===== config.mk =====
export PLATFORM = sky130hd
export DESIGN_NAME = cmd_regfile_mc_flat
export DESIGN_NICKNAME = d
export VERILOG_FILES = /design/src/rtl/cmd_regfile_mc_pkg.sv /design/src/rtl/cmd_regfile_mc_if.sv /design/src/rtl/cmd_regfile_mc_slot.sv /design/src/rtl/cmd_regfile_mc.sv /design/src/flat_wrapper.sv
export SDC_FILE = /design/constraint.sdc
export NUM_CORES = 1
export LEC_CHECK = 0
export BUFFER_PORTS_ARGS = -buffer_cell sky130_fd_sc_hd__buf_2
export CAP_MARGIN = 5
export CORE_MARGIN = 5
export CORE_UTILIZATION = 30
export DETAILED_ROUTE_END_ITERATION = 16
export PLACE_DENSITY_LB_ADDON = 0.1
export SYNTH_ARGS = -nofsm -noshare
export SYNTH_HDL_FRONTEND = slang
export SYNTH_SLANG_ARGS = --single-unit

===== constraint.sdc =====
create_clock -name clk -period 2.7 [get_ports clk]
set_input_delay 0.135 -clock clk [delete_from_list [all_inputs] [get_ports clk]]
set_output_delay 0.135 -clock clk [all_outputs]
set_load 0.02 [all_outputs]

===== src/rtl/cmd_regfile_mc_pkg.sv =====
// Shared constants for the multi-channel LED command register file.
package cmd_pkg;

    // Write-data field positions for the TIME and MODE registers
    localparam int TIME_NUM_MSB  = 15;
    localparam int TIME_NUM_LSB  = 8;
    localparam int TIME_UNIT_MSB = 7;
    localparam int TIME_UNIT_LSB = 4;
    localparam int MODE_MSB      = 3;
    localparam int MODE_LSB      = 0;

    // Slot widths: TIME holds {time_num, time_unit}, MODE holds led_mode
    localparam int TIME_W = TIME_NUM_MSB - TIME_UNIT_LSB + 1;
    localparam int MODE_W = MODE_MSB - MODE_LSB + 1;

    // Low address bit selects the register within a channel pair
    typedef enum logic {
        SEL_TIME = 1'b0,
        SEL_MODE = 1'b1
    } reg_sel_e;

    // STATUS sits directly after the last channel pair
    function automatic int status_addr(input int num_ch);
        return 2 * num_ch;
    endfunction

endpackage


===== src/rtl/cmd_regfile_mc_if.sv =====
// Host command bus plus per-channel update handshakes.
interface cmd_regfile_mc_if #(
    parameter int NUM_CH = 4,
    parameter int ADDR_W = 32
);
    logic                  wr_en;
    logic [ADDR_W-1:0]     wr_addr;
    logic [15:0]           wr_data;
    logic                  rd_en;
    logic [ADDR_W-1:0]     rd_addr;
    logic                  rd_valid;
    logic [15:0]           rd_data;
    logic                  rd_err;
    logic                  wr_err;
    logic [NUM_CH-1:0]     time_valid;
    logic [NUM_CH-1:0]     time_ready;
    logic [NUM_CH*8-1:0]   time_num;
    logic [NUM_CH*4-1:0]   time_unit;
    logic [NUM_CH-1:0]     mode_valid;
    logic [NUM_CH-1:0]     mode_ready;
    logic [NUM_CH*4-1:0]   led_mode;

    // Host and LED channels together drive the inputs
    modport master (
        output wr_en, wr_addr, wr_data, rd_en, rd_addr, time_ready, mode_ready,
        input  rd_valid, rd_data, rd_err, wr_err,
               time_valid, time_num, time_unit, mode_valid, led_mode
    );

    // The register file itself
    modport slave (
        input  wr_en, wr_addr, wr_data, rd_en, rd_addr, time_ready, mode_ready,
        output rd_valid, rd_data, rd_err, wr_err,
               time_valid, time_num, time_unit, mode_valid, led_mode
    );
endinterface


===== src/rtl/cmd_regfile_mc_slot.sv =====
// One configuration slot: holding register, valid/ready handshake and
// sticky overrun flag.
module cmd_cfg_slot #(
    parameter int           W       = 12,
    parameter logic [W-1:0] RST_VAL = '0
) (
    input  logic         clk,
    input  logic         reset,
    input  logic         ld,
    input  logic [W-1:0] ld_data,
    input  logic         ready,
    input  logic         ovr_clr,
    output logic         valid,
    output logic [W-1:0] data,
    output logic         ovr
);

    // A load landing while the consumer is stalled is an overrun; a load in
    // the same cycle as the handshake simply queues the next value.
    logic stall_hit;
    assign stall_hit = ld && valid && !ready;

    // Data/valid update: load wins over handshake completion
    always_ff @(posedge clk or negedge reset) begin
        if (!reset) begin
            data  <= RST_VAL;
            valid <= 1'b0;
        end else if (ld) begin
            data  <= ld_data;
            valid <= 1'b1;
        end else if (valid && ready) begin
            valid <= 1'b0;
        end
    end

    // Sticky overrun: a set in the same cycle as a clear wins
    always_ff @(posedge clk or negedge reset) begin
        if (!reset)
            ovr <= 1'b0;
        else if (stall_hit)
            ovr <= 1'b1;
        else if (ovr_clr)
            ovr <= 1'b0;
    end

endmodule


===== src/rtl/cmd_regfile_mc.sv =====
// Multi-channel LED command register file: delayed host strobes, decode
// into per-channel TIME/MODE slots, fixed-latency readback, W1C status.
module cmd_regfile_mc
    import cmd_pkg::*;
#(
    parameter int NUM_CH       = 4,
    parameter int ADDR_W       = 32,
    parameter int SYNC_STAGES  = 2,
    parameter int TIME_NUM_RST = 3
) (
    input  logic             clk,
    input  logic             reset,
    cmd_regfile_mc_if.slave  bus
);

    localparam logic [ADDR_W-1:0] STAT_ADDR = ADDR_W'(status_addr(NUM_CH));
    localparam logic [TIME_W-1:0] TIME_RST  = TIME_W'((TIME_NUM_RST & 255) << 4);

    // Input delay line; the enable bits double as the pipeline valid shift
    logic [SYNC_STAGES-1:0]             wr_vld_pipe;
    logic [SYNC_STAGES-1:0]             rd_vld_pipe;
    logic [SYNC_STAGES-1:0][ADDR_W-1:0] wr_addr_pipe;
    logic [SYNC_STAGES-1:0][ADDR_W-1:0] rd_addr_pipe;
    logic [SYNC_STAGES-1:0][15:0]       wr_data_pipe;

    // Shift all host inputs through SYNC_STAGES registers; reset drops in-flight commands
    always_ff @(posedge clk or negedge reset) begin
        if (!reset) begin
            wr_vld_pipe  <= '0;
            rd_vld_pipe  <= '0;
            wr_addr_pipe <= '0;
            rd_addr_pipe <= '0;
            wr_data_pipe <= '0;
        end else begin
            wr_vld_pipe[0]  <= bus.wr_en;
            rd_vld_pipe[0]  <= bus.rd_en;
            wr_addr_pipe[0] <= bus.wr_addr;
            rd_addr_pipe[0] <= bus.rd_addr;
            wr_data_pipe[0] <= bus.wr_data;
            for (int i = 1; i < SYNC_STAGES; i++) begin
                wr_vld_pipe[i]  <= wr_vld_pipe[i-1];
                rd_vld_pipe[i]  <= rd_vld_pipe[i-1];
                wr_addr_pipe[i] <= wr_addr_pipe[i-1];
                rd_addr_pipe[i] <= rd_addr_pipe[i-1];
                wr_data_pipe[i] <= wr_data_pipe[i-1];
            end
        end
    end

    logic              wr_s, rd_s;
    logic [ADDR_W-1:0] wa, ra;
    logic [15:0]       wd;
    logic [31:0]       wd_ext;

    assign wr_s   = wr_vld_pipe[SYNC_STAGES-1];
    assign rd_s   = rd_vld_pipe[SYNC_STAGES-1];
    assign wa     = wr_addr_pipe[SYNC_STAGES-1];
    assign ra     = rd_addr_pipe[SYNC_STAGES-1];
    assign wd     = wr_data_pipe[SYNC_STAGES-1];
    assign wd_ext = {16'h0, wd};

    logic [NUM_CH-1:0][TIME_W-1:0] time_q;
    logic [NUM_CH-1:0][MODE_W-1:0] mode_q;
    logic [NUM_CH-1:0]             time_vld, mode_vld, time_ovr, mode_ovr;
    logic [NUM_CH-1:0]             time_ld, mode_ld, time_clr, mode_clr;
    logic                          wr_stat, wr_bad;

    // Write decode: full-width compare so no address aliases onto a register
    always_comb begin
        time_ld  = '0;
        mode_ld  = '0;
        time_clr = '0;
        mode_clr = '0;
        wr_stat  = 1'b0;
        wr_bad   = 1'b0;
        if (wr_s) begin
            for (int c = 0; c < NUM_CH; c++) begin
                if (wa == ADDR_W'(2*c + int'(SEL_TIME))) time_ld[c] = 1'b1;
                if (wa == ADDR_W'(2*c + int'(SEL_MODE))) mode_ld[c] = 1'b1;
            end
            wr_stat = (wa == STAT_ADDR);
            wr_bad  = !wr_stat && (time_ld == '0) && (mode_ld == '0);
        end
        // Status bits above 15 are not reachable through the 16-bit bus
        for (int c = 0; c < NUM_CH; c++) begin
            time_clr[c] = wr_stat && wd_ext[2*c];
            mode_clr[c] = wr_stat && wd_ext[2*c+1];
        end
    end

    for (genvar c = 0; c < NUM_CH; c++) begin : g_ch
        cmd_cfg_slot #(.W(TIME_W), .RST_VAL(TIME_RST)) u_time (
            .clk     (clk),
            .reset   (reset),
            .ld      (time_ld[c]),
            .ld_data (wd[TIME_NUM_MSB:TIME_UNIT_LSB]),
            .ready   (bus.time_ready[c]),
            .ovr_clr (time_clr[c]),
            .valid   (time_vld[c]),
            .data    (time_q[c]),
            .ovr     (time_ovr[c])
        );
        cmd_cfg_slot #(.W(MODE_W), .RST_VAL('0)) u_mode (
            .clk     (clk),
            .reset   (reset),
            .ld      (mode_ld[c]),
            .ld_data (wd[MODE_MSB:MODE_LSB]),
            .ready   (bus.mode_ready[c]),
            .ovr_clr (mode_clr[c]),
            .valid   (mode_vld[c]),
            .data    (mode_q[c]),
            .ovr     (mode_ovr[c])
        );
    end

    logic [NUM_CH-1:0][7:0] tn;
    logic [NUM_CH-1:0][3:0] tu;
    logic [NUM_CH-1:0][3:0] lm;

    // Repack slot contents onto the flat per-channel output buses
    always_comb begin
        tn = '0;
        tu = '0;
        lm = '0;
        for (int c = 0; c < NUM_CH; c++) begin
            tn[c] = time_q[c][TIME_NUM_MSB-TIME_UNIT_LSB:TIME_NUM_LSB-TIME_UNIT_LSB];
            tu[c] = time_q[c][TIME_UNIT_MSB-TIME_UNIT_LSB:0];
            lm[c] = mode_q[c];
        end
    end

    assign bus.time_num   = tn;
    assign bus.time_unit  = tu;
    assign bus.led_mode   = lm;
    assign bus.time_valid = time_vld;
    assign bus.mode_valid = mode_vld;

    logic [31:0] status_full;
    logic [15:0] rdata;
    logic        rd_hit;

    // Read mux sees pre-write slot state, so a same-cycle write is not visible
    always_comb begin
        status_full = '0;
        rdata       = '0;
        rd_hit      = 1'b0;
        for (int c = 0; c < NUM_CH; c++) begin
            status_full[2*c]   = time_ovr[c];
            status_full[2*c+1] = mode_ovr[c];
        end
        for (int c = 0; c < NUM_CH; c++) begin
            if (ra == ADDR_W'(2*c + int'(SEL_TIME))) begin
                rd_hit = 1'b1;
                rdata  = {time_q[c], 4'h0};
            end
            if (ra == ADDR_W'(2*c + int'(SEL_MODE))) begin
                rd_hit = 1'b1;
                rdata  = {12'h0, mode_q[c]};
            end
        end
        if (ra == STAT_ADDR) begin
            rd_hit = 1'b1;
            rdata  = status_full[15:0];
        end
    end

    // Registered read response and write-error pulse (the decode stage)
    always_ff @(posedge clk or negedge reset) begin
        if (!reset) begin
            bus.rd_valid <= 1'b0;
            bus.rd_data  <= '0;
            bus.rd_err   <= 1'b0;
            bus.wr_err   <= 1'b0;
        end else begin
            bus.rd_valid <= rd_s;
            bus.rd_data  <= (rd_s && rd_hit) ? rdata : 16'h0;
            bus.rd_err   <= rd_s && !rd_hit;
            bus.wr_err   <= wr_bad;
        end
    end

endmodule


===== src/flat_wrapper.sv =====
// flat-port wrapper written by rule: the top's interface ports become plain ports
module cmd_regfile_mc_flat import cmd_pkg::*;
#(
    parameter int NUM_CH       = 4,
    parameter int ADDR_W       = 32,
    parameter int SYNC_STAGES  = 2,
    parameter int TIME_NUM_RST = 3
)
  (clk, reset, bus_wr_en, bus_wr_addr, bus_wr_data, bus_rd_en, bus_rd_addr, bus_time_ready, bus_mode_ready, bus_rd_valid, bus_rd_data, bus_rd_err, bus_wr_err, bus_time_valid, bus_time_num, bus_time_unit, bus_mode_valid, bus_led_mode);
  cmd_regfile_mc_if #(.NUM_CH(NUM_CH), .ADDR_W(ADDR_W)) bus_i ();
  input  logic clk;
  input  logic reset;
  input wire logic [$bits(bus_i.wr_en)-1:0] bus_wr_en;
  input wire logic [$bits(bus_i.wr_addr)-1:0] bus_wr_addr;
  input wire logic [$bits(bus_i.wr_data)-1:0] bus_wr_data;
  input wire logic [$bits(bus_i.rd_en)-1:0] bus_rd_en;
  input wire logic [$bits(bus_i.rd_addr)-1:0] bus_rd_addr;
  input wire logic [$bits(bus_i.time_ready)-1:0] bus_time_ready;
  input wire logic [$bits(bus_i.mode_ready)-1:0] bus_mode_ready;
  output wire logic [$bits(bus_i.rd_valid)-1:0] bus_rd_valid;
  output wire logic [$bits(bus_i.rd_data)-1:0] bus_rd_data;
  output wire logic [$bits(bus_i.rd_err)-1:0] bus_rd_err;
  output wire logic [$bits(bus_i.wr_err)-1:0] bus_wr_err;
  output wire logic [$bits(bus_i.time_valid)-1:0] bus_time_valid;
  output wire logic [$bits(bus_i.time_num)-1:0] bus_time_num;
  output wire logic [$bits(bus_i.time_unit)-1:0] bus_time_unit;
  output wire logic [$bits(bus_i.mode_valid)-1:0] bus_mode_valid;
  output wire logic [$bits(bus_i.led_mode)-1:0] bus_led_mode;
  assign bus_i.wr_en = bus_wr_en;
  assign bus_i.wr_addr = bus_wr_addr;
  assign bus_i.wr_data = bus_wr_data;
  assign bus_i.rd_en = bus_rd_en;
  assign bus_i.rd_addr = bus_rd_addr;
  assign bus_i.time_ready = bus_time_ready;
  assign bus_i.mode_ready = bus_mode_ready;
  assign bus_rd_valid = bus_i.rd_valid;
  assign bus_rd_data = bus_i.rd_data;
  assign bus_rd_err = bus_i.rd_err;
  assign bus_wr_err = bus_i.wr_err;
  assign bus_time_valid = bus_i.time_valid;
  assign bus_time_num = bus_i.time_num;
  assign bus_time_unit = bus_i.time_unit;
  assign bus_mode_valid = bus_i.mode_valid;
  assign bus_led_mode = bus_i.led_mode;
  cmd_regfile_mc #(.NUM_CH(NUM_CH), .ADDR_W(ADDR_W), .SYNC_STAGES(SYNC_STAGES), .TIME_NUM_RST(TIME_NUM_RST)) u_core (.clk(clk), .reset(reset), .bus(bus_i));
endmodule

==> key figures, run 1 <==
Placed design
  – RD Place Congestion: approximately 0.76
  – Placed Cells incl. Taps: between 1,000 and 1,500
  – Dpl hpwl: around 15,000 um
  – Count of buffers from port buffering: 182

Floorplan
  – DIE WIDTH: 181 um
  – I/O pin total: roughly 180
  – CORE AREA: 28,700 um2
  – Die ar.: 32,700 um2
  – Die height: 181 um
  – Starting Density: 0.305
  – Site Rows: 62

Final layout
  – Ant. Diodes: 0
  – Area growth from synthesis to layout: 38.4%
  – Final-stage net count: 898
  – Register cell area after layout: about 6600 um2
  – Multi-input gate area: ~2000 um2
  – Share of cells above drive strength 1: 0.417
  – Filler instances: 2,665
  – Post-route insts no fill: 1,213

Setup path
  – Critical path's slowest cell: or4_1
  – Worst EP arrival: approximately 2.8 ns
  – Buffers & Inverters on Critical Path: 0
  – Critical Path End Type: register
  – R2R Path Start: u_core.ra[5]
  – CP startpoint: u_core.ra[5]
  – Worst setup path class: reg -> reg
  – Flop2flop setup slack: 0.37 ns
  – Cell Chain, Critical Path: or4_1 -> nor4_1 -> a2bb2oi_1 -> a211oi_1
  – Max Fanout on Critical Path: 12
  – End of the worst register-to-register path: u_core.bus.rd_data[3]
  – Reg2Reg Depth: 4
  – Critical Path End: u_core.bus.rd_data[3]
  – Required @ worst endpoint: ~3.1 ns
  – Critical Path Start Type: register
  – Slowest stage delay, CP: a little under 0.8 ns
  – Family with the most delay on the worst path: simple AND/OR/NAND/NOR gates
  – WP depth: 4

Route
  – Vias: 5,268
  – DRC: 0
  – Vias per cell: approximately 4.3
  – Initial DRC Count: between 200 and 250
  – Final ANT Viol Nets: 0
  – Routed length per instance: 17.5 um
  – WL final: ~21,000 um
  – Pre-antenna DRT Iters: 4

Clock network
  – Root Driver: clkbuf_16
  – Insertion delay to the later sink of the worst-skew pair: 0.55 ns
  – Clock tree buffer depth: 3
  – TritonCTS Sinks: 263
  – H-tree Lvls: 1
  – Clk pin slew, worst setup/hold paths: ~0.060 ns
  – Inserted Clock Buffers: 29
  – TritonCTS clock tree: yes

Synthesis
  – EDFF count, synth: 0
  – XOR/XNOR share of the synthesized area: 0
  – Synth Area in Compound Gates: 0.0389
  – Post-synthesis mux area share: 0.119
  – Synth Area per Inst: 17.2 um2
  – Synth cell types: 43
  – Post-synth net total: about 600
  – Post-Syn Area: a little under 9000 um2
  – Post-synthesis simple-gate area fraction: 0.0731
  – Synth Register Bits: between 200 and 300
  – Ys Warns: 0
  – Post-Synth Adder-Cell Area: 0
  – Main combinational cell family by area after synthesis: multiplexers
  – Seq/Total Area, Yosys: 0.754
  – Top_reg_cell synth: dfrtp_1
  – Async SR Flop Fraction: 1.00
  – Cells after Synth: 507

Global routing
  – First-pass GRT wire length: between 30,000 and 40,000 um
  – Total grt overflow: 0
  – Antenna violations before repair: 0
  – Vias in the first global route: between 5,000 and 6,000
  – Largest net degree at the start of global routing: a little over 80
  – GRT Total Usage: 0.128

STA
  – Post-Route Skew: 0.0107 ns
  – Max-slew headroom: 0.524
  – Setup TNS: 0 ns
  – Fin. max-slew vios: 0
  – Setup violators final: 0
  – RSZ-0062 raised after global routing: no
  – Fmax: 429 MHz
  – Crit path time final: between 2 and 2.5 ns
  – Worst slew pin tran: 0.714 ns
  – Endpoints failing hold: 0
  – Tcrit/Tclk final: 0.863

Job
  – Max Cap Viol: 0

Pwr
  – P_leak: 0.00584 uW
  – VDD IR-drop max: between 0.0004 and 0.0005 V
  – Cell Pwr Density: 698 nW/um2

Outcome
  – Status: finished, final reports clean

Min path
  – Worst min path class: in -> async
through the flow:
step / power (uW) / setup slack [ns] / cell area [um2] / hold WS (ns) / utilization
after global routing: 8780 / 0.211 / 12100 / 0.165 / 0.421
after floorplan: 4230 / 0.614 / 8740 / -0.161 / -
after detailed placement: 4430 / 0.339 / 10200 / 0.113 / 0.355
after CTS: 8590 / 0.320 / 12100 / 0.134 / 0.421
final: 8450 / 0.369 / 12100 / 0.126 / 0.421
after global placement: 4420 / 0.402 / 10200 / 0.107 / 0.355
how the worst min path moves through the flow:
| stage | endpoint | slack (ns) | cells past startpoint |
|---|---|---|---|
| after floorplan | u_core.bus.rd_data[0] | -0.16 | 0 |
| after global placement | u_core.wd[12] | 0.11 | 1 |
| after detailed placement | u_core.wd[12] | 0.11 | 1 |
| after CTS | u_core.wd[12] | 0.13 | 2 |
| after global routing | u_core.wd[12] | 0.16 | 2 |
| final | u_core.wd[12] | 0.13 | 2 |
cell usage in the layout (no fill, tap or decap), drive strengths merged, types with 3 or more instances in the layout:
master	n
or3	5
o31ai	3
or4	4
inv	5
nand2b	4
a21oi	5
dfrtp	255
nor3	7
dfstp	8
a22oi	8
mux2	76
mux4	8
nor2b	12
nand3	3
nor4	17
or2	3
clkinv	9
buf	198
o31a	6
a21o	5
dlygate4sd3	91
bufinv	3
nand2	16
a2bb2oi	4
nand4	8
clkbuf	40
a31oi	5
nor2	3
a211oi	4
cell usage after synthesis (2+ instances only):
library cell    n  share of area
mux4_2          8          0.021
nor3_2          4         0.0046
mux2_2         60          0.077
a21oi_1         5         0.0029
mux2_1         16          0.021
o21ai_0         2         0.0011
a21o_1          5         0.0043
nand2b_1        4         0.0029
nor4_4          2         0.0049
nor4_1          6         0.0043
o31ai_1         3         0.0026
a211oi_1        4         0.0034
or3_1           5         0.0036
nor4_2          9          0.013
inv_1           4         0.0017
o31a_1          6         0.0060
dfrtp_1       255           0.73
buf_2           2         0.0011
a22oi_1         8         0.0069
nand4_1         7         0.0050
or3b_2          2         0.0020
a2bb2oi_1       4         0.0040
or4_1           4         0.0034
a31oi_1         5         0.0036
nor3_1          3         0.0017
nand2_1        16         0.0069
or2_2           3         0.0021
nor2_1          3         0.0013
nor2b_1        12         0.0086
buf_1           2        0.00086
a31o_2          2         0.0020
clkbuf_1        7         0.0030
dfstp_2         8          0.024
buf_4          10         0.0086
nand3_1         3         0.0017
cell families after synthesis:
| group | count (synthesis) |
|---|---|
| flops | 263 |
| simple gates | 89 |
| mux | 84 |
| compound gates | 46 |
| buf+inv | 25 |
sequential cells by signal, indices dropped and copies added, names as in the netlist:
| register | count |
|---|---|
| u_core.g_ch.u_time.valid | 4 |
| u_core.g_ch.u_mode.valid | 4 |
| u_core.wa | 32 |
| u_core.bus.rd_valid | 1 |
| u_core.g_ch.u_mode.data | 16 |
| u_core.wd | 16 |
| u_core.rd_addr_pipe | 32 |
| u_core.bus.rd_data | 16 |
| u_core.wr_data_pipe | 16 |
| u_core.bus.wr_err | 1 |
| u_core.ra | 32 |
| u_core.wr_vld_pipe | 2 |
| u_core.g_ch.u_mode.ovr | 4 |
| u_core.g_ch.u_time.ovr | 4 |
| u_core.rd_vld_pipe | 2 |
| u_core.wr_addr_pipe | 32 |
| u_core.g_ch.u_time.data | 48 |
| u_core.bus.rd_err | 1 |
layout make-up:
type                            count  share of cell area
Clock inverter                     14              0.0138
Timing Repair Buffer              289               0.164
Inverter                            4             0.00124
Tap cell                          384              0.0397
Sequential cell                   263               0.545
Clock buffer                       40              0.0684
Multi-Input combinational cell    219               0.168
worst register-to-register path, stage by stage, from the launching register on:
cell	delay (ns)
dfrtp_1	0.36
or4_1	0.77
nor4_1	0.66
a2bb2oi_1	0.14
a211oi_1	0.29
power breakdown:
| group | leakage [uW] | switching [uW] | internal (uW) | total, uW |
|---|---|---|---|---|
| combinational | 0.00210 | 146 | 170 | 315 |
| clock | 0.000494 | 1560 | 2430 | 4000 |
| sequential | 0.00325 | 67.2 | 4070 | 4140 |
| total | 0.00584 | 1780 | 6670 | 8450 |
per-layer routing:
metal / global-route usage / share of wire
met1: 0.180 / 0.46
met3: 0.0340 / 0.064
met5: 0 / 0
met4: 0.0339 / 0.025
met2: 0.198 / 0.46
repair_timing:
| item | in CTS | in global routing |
|---|---|---|
| resized for setup | 0 | 0 |
| hold buffers | 91 | 0 |
| setup buffers | 0 | 0 |
| hold endpoints to repair | 212 | 0 |
Power figures use the tool's default switching activity.
==> run 2: changes to the inputs <==
Settings changed: CORE_ASPECT_RATIO set to 1.75.
==> run 2 against run 1 <==
  * Clock skew decreased by 0.0030 ns
  * Via count decreased by 0.21%
  * Maximum frequency decreased by 4.4%
  * Critical path depth unchanged
  * Largest cell class unchanged
==> key figures, run 2 (same netlist as run 1, synthesis figures left out) <==
Min path
  – Worst min path class: in -> reg
  – Hold Path End: u_core.g_ch[0].u_time.ovr
  – Min-delay src: bus_time_ready[0]
  – Worst hold path depth: 3

Floorplan
  – Die ar.: 32,800 um2 (+0.41%)
  – Site Rows: 82 (+32%)
  – Starting Density: 0.304 (about the same)
  – DIE WIDTH: 139 um (-23%)
  – Die height: 236 um (+30%)
  – I/O pin total: 183 (unchanged)
  – CORE AREA: 28,700 um2 (about the same)

STA
  – WHS: 0.0373 ns (-0.0888 ns)
  – Crit path time final: 2.44 ns (+0.107 ns)
  – Fin. max-slew vios: 0 (unchanged)
  – Endpoints failing hold: 0 (unchanged)
  – Worst slew pin tran: 0.708 ns (-0.00560 ns)
  – Tcrit/Tclk final: 0.903 (+0.0394)
  – Setup violators final: 0 (unchanged)
  – Fmax: 410 MHz (-4.4%)
  – Final worst slack: 0.263 ns (-0.107 ns)
  – RSZ-0062 raised after global routing: no
  – Max-slew headroom: 0.522 (-0.00270)
  – Post-Route Skew: 0.00770 ns (-0.00297 ns)
  – Setup TNS: 0 ns (unchanged)

Setup path
  – Flop2flop setup slack: 0.26 ns (-0.11 ns)
  – Critical Path End Type: register
  – R2R Path Start: u_core.ra[5]
  – Reg2Reg Depth: 4 (unchanged)
  – Max Fanout on Critical Path: 12 (unchanged)
  – Critical Path Start Type: register
  – Worst EP arrival: 2.82 ns (+0.06 ns)
  – End of the worst register-to-register path: u_core.bus.rd_data[0]
  – Cell Chain, Critical Path: or4_1 -> nor4_1 -> a2bb2oi_1 -> a211oi_1
  – Required @ worst endpoint: 3.09 ns (-0.04 ns)
  – Critical path's slowest cell: or4_1
  – Worst setup path class: reg -> reg
  – Slowest stage delay, CP: 0.77 ns (about the same)

Clock network
  – Insertion delay to the later sink of the worst-skew pair: 0.52 ns (-0.03 ns)
  – Clk pin slew, worst setup/hold paths: 0.07 ns (about the same)
  – Root Driver: clkbuf_16
  – Clock tree buffer depth: 3 (unchanged)
  – Number of setup buffers added after CTS: 0 (unchanged)
  – TritonCTS Sinks: 263 (unchanged)
  – Inserted Clock Buffers: 25 (-14%)
  – TritonCTS clock tree: yes
  – Hold Buf Count CTS: 90 (-1.1%)
  – H-tree Lvls: 1 (unchanged)
  – Post-CTS Resized: 0 (unchanged)

Final layout
  – Commonest non-fill, non-tap cell in the layout: dfrtp_1
  – Largest register FFs: 48 (unchanged)
  – Commonest non-fill, non-tap cells in the layout: dfrtp_1, buf_2, dlygate4sd3_1, mux2_2, clkbuf_16
  – Final-stage net count: 897 (-0.11%)
  – Area growth from synthesis to layout: 37.5%
  – Ant. Diodes: 0 (unchanged)
  – Biggest register: u_core.g_ch.u_time.data
  – Post-route insts no fill: 1,200 (-1.1%)
  – Share of cells above drive strength 1: 0.416 (-0.00131)

Job
  – Max Cap Viol: 0 (unchanged)

Pwr
  – Cell Pwr Density: 701 nW/um2 (+0.37%)
  – P_leak: 0.00578 uW (-0.99%)
  – VDD IR-drop max: 0.000542 V (+34%)

Placed design
  – RD Place Congestion: 0.772 (+1.2%)
  – Count of buffers from port buffering: 182 (unchanged)
  – Dpl ws: 0.216 ns (-0.123 ns)
  – Dpl hpwl: 15,600 um (+6.3%)
  – Placed Cells incl. Taps: 1,066 (-0.19%)

Route
  – Initial DRC Count: 185 (-25%)
  – Final ANT Viol Nets: 0 (unchanged)
  – Pre-antenna DRT Iters: 4 (unchanged)
  – Routed length per instance: 18.0 um (+3.2%)
  – Vias per cell: 4.38 (+0.87%)
  – Vias: 5,257 (-0.21%)
  – DRC: 0 (unchanged)
  – WL final: 21,600 um (+2.0%)

Global routing
  – First-pass GRT wire length: 34,000 um (+2.2%)
  – Antenna violations before repair: 0 (unchanged)
  – Vias in the first global route: 6,033 (+5.6%)
  – Largest net degree at the start of global routing: 88 (+8.6%)
  – Total grt overflow: 0 (unchanged)
  – GRT Total Usage: 0.132 (+0.00400)

Outcome
  – Status: finished, final reports clean
-- run 2: layer usage --
layer,track usage,routed length [um]
met3,0.0326,1340
met4,0.0398,475
met2,0.248,11800
met5,0,0
met1,0.146,7970
-- run 2: area by class of cell --
type / count / area [um2]
fill: 2655 / 16700
sequential: 263 / 6590
multi-input combinational: 219 / 2020
timing repair buffer: 292 / 1980
clock buffer: 29 / 651
tap: 378 / 473
clock inverter: 15 / 285
inverter: 4 / 15.0
-- run 2: worst max path at each step --
stage                  from                              to  slack, ns  cells after the start
6_report       u_core.ra[5]           u_core.bus.rd_data[0]       0.26                      4
5_1_grt        u_core.ra[5]           u_core.bus.rd_data[0]       0.02                      4
4_1_cts        u_core.ra[5]           u_core.bus.rd_data[0]       0.20                      4
3_5_place_dp   u_core.ra[5]           u_core.bus.rd_data[0]       0.22                      4
3_3_place_gp   u_core.ra[5]           u_core.bus.rd_data[0]       0.27                      4
2_1_floorplan  u_core.wa[5]  u_core.g_ch[2].u_time.data[10]       0.61                      5
-- run 2: worst max-delay path: cells and delay by family (launching register included) --
kind / cells / cell delay [ns]
simple gates: 2 / 1.44
compound gates: 2 / 0.51
flops: 1 / 0.35
-- run 2: through the flow --
stage          cell area (um2)   util  power [uW]
2_1_floorplan             8740      -        4230
3_5_place_dp             10200  0.354        4430
5_1_grt                  12000  0.418        8740
4_1_cts                  12000  0.418        8570
6_report                 12000  0.418        8420
3_3_place_gp             10200  0.354        4420
-- run 2: power by group --
group	internal (uW)	total, uW	switching (uW)
Combinational	167	318	151
Sequential	4070	4130	59.7
Clock	2490	3980	1480
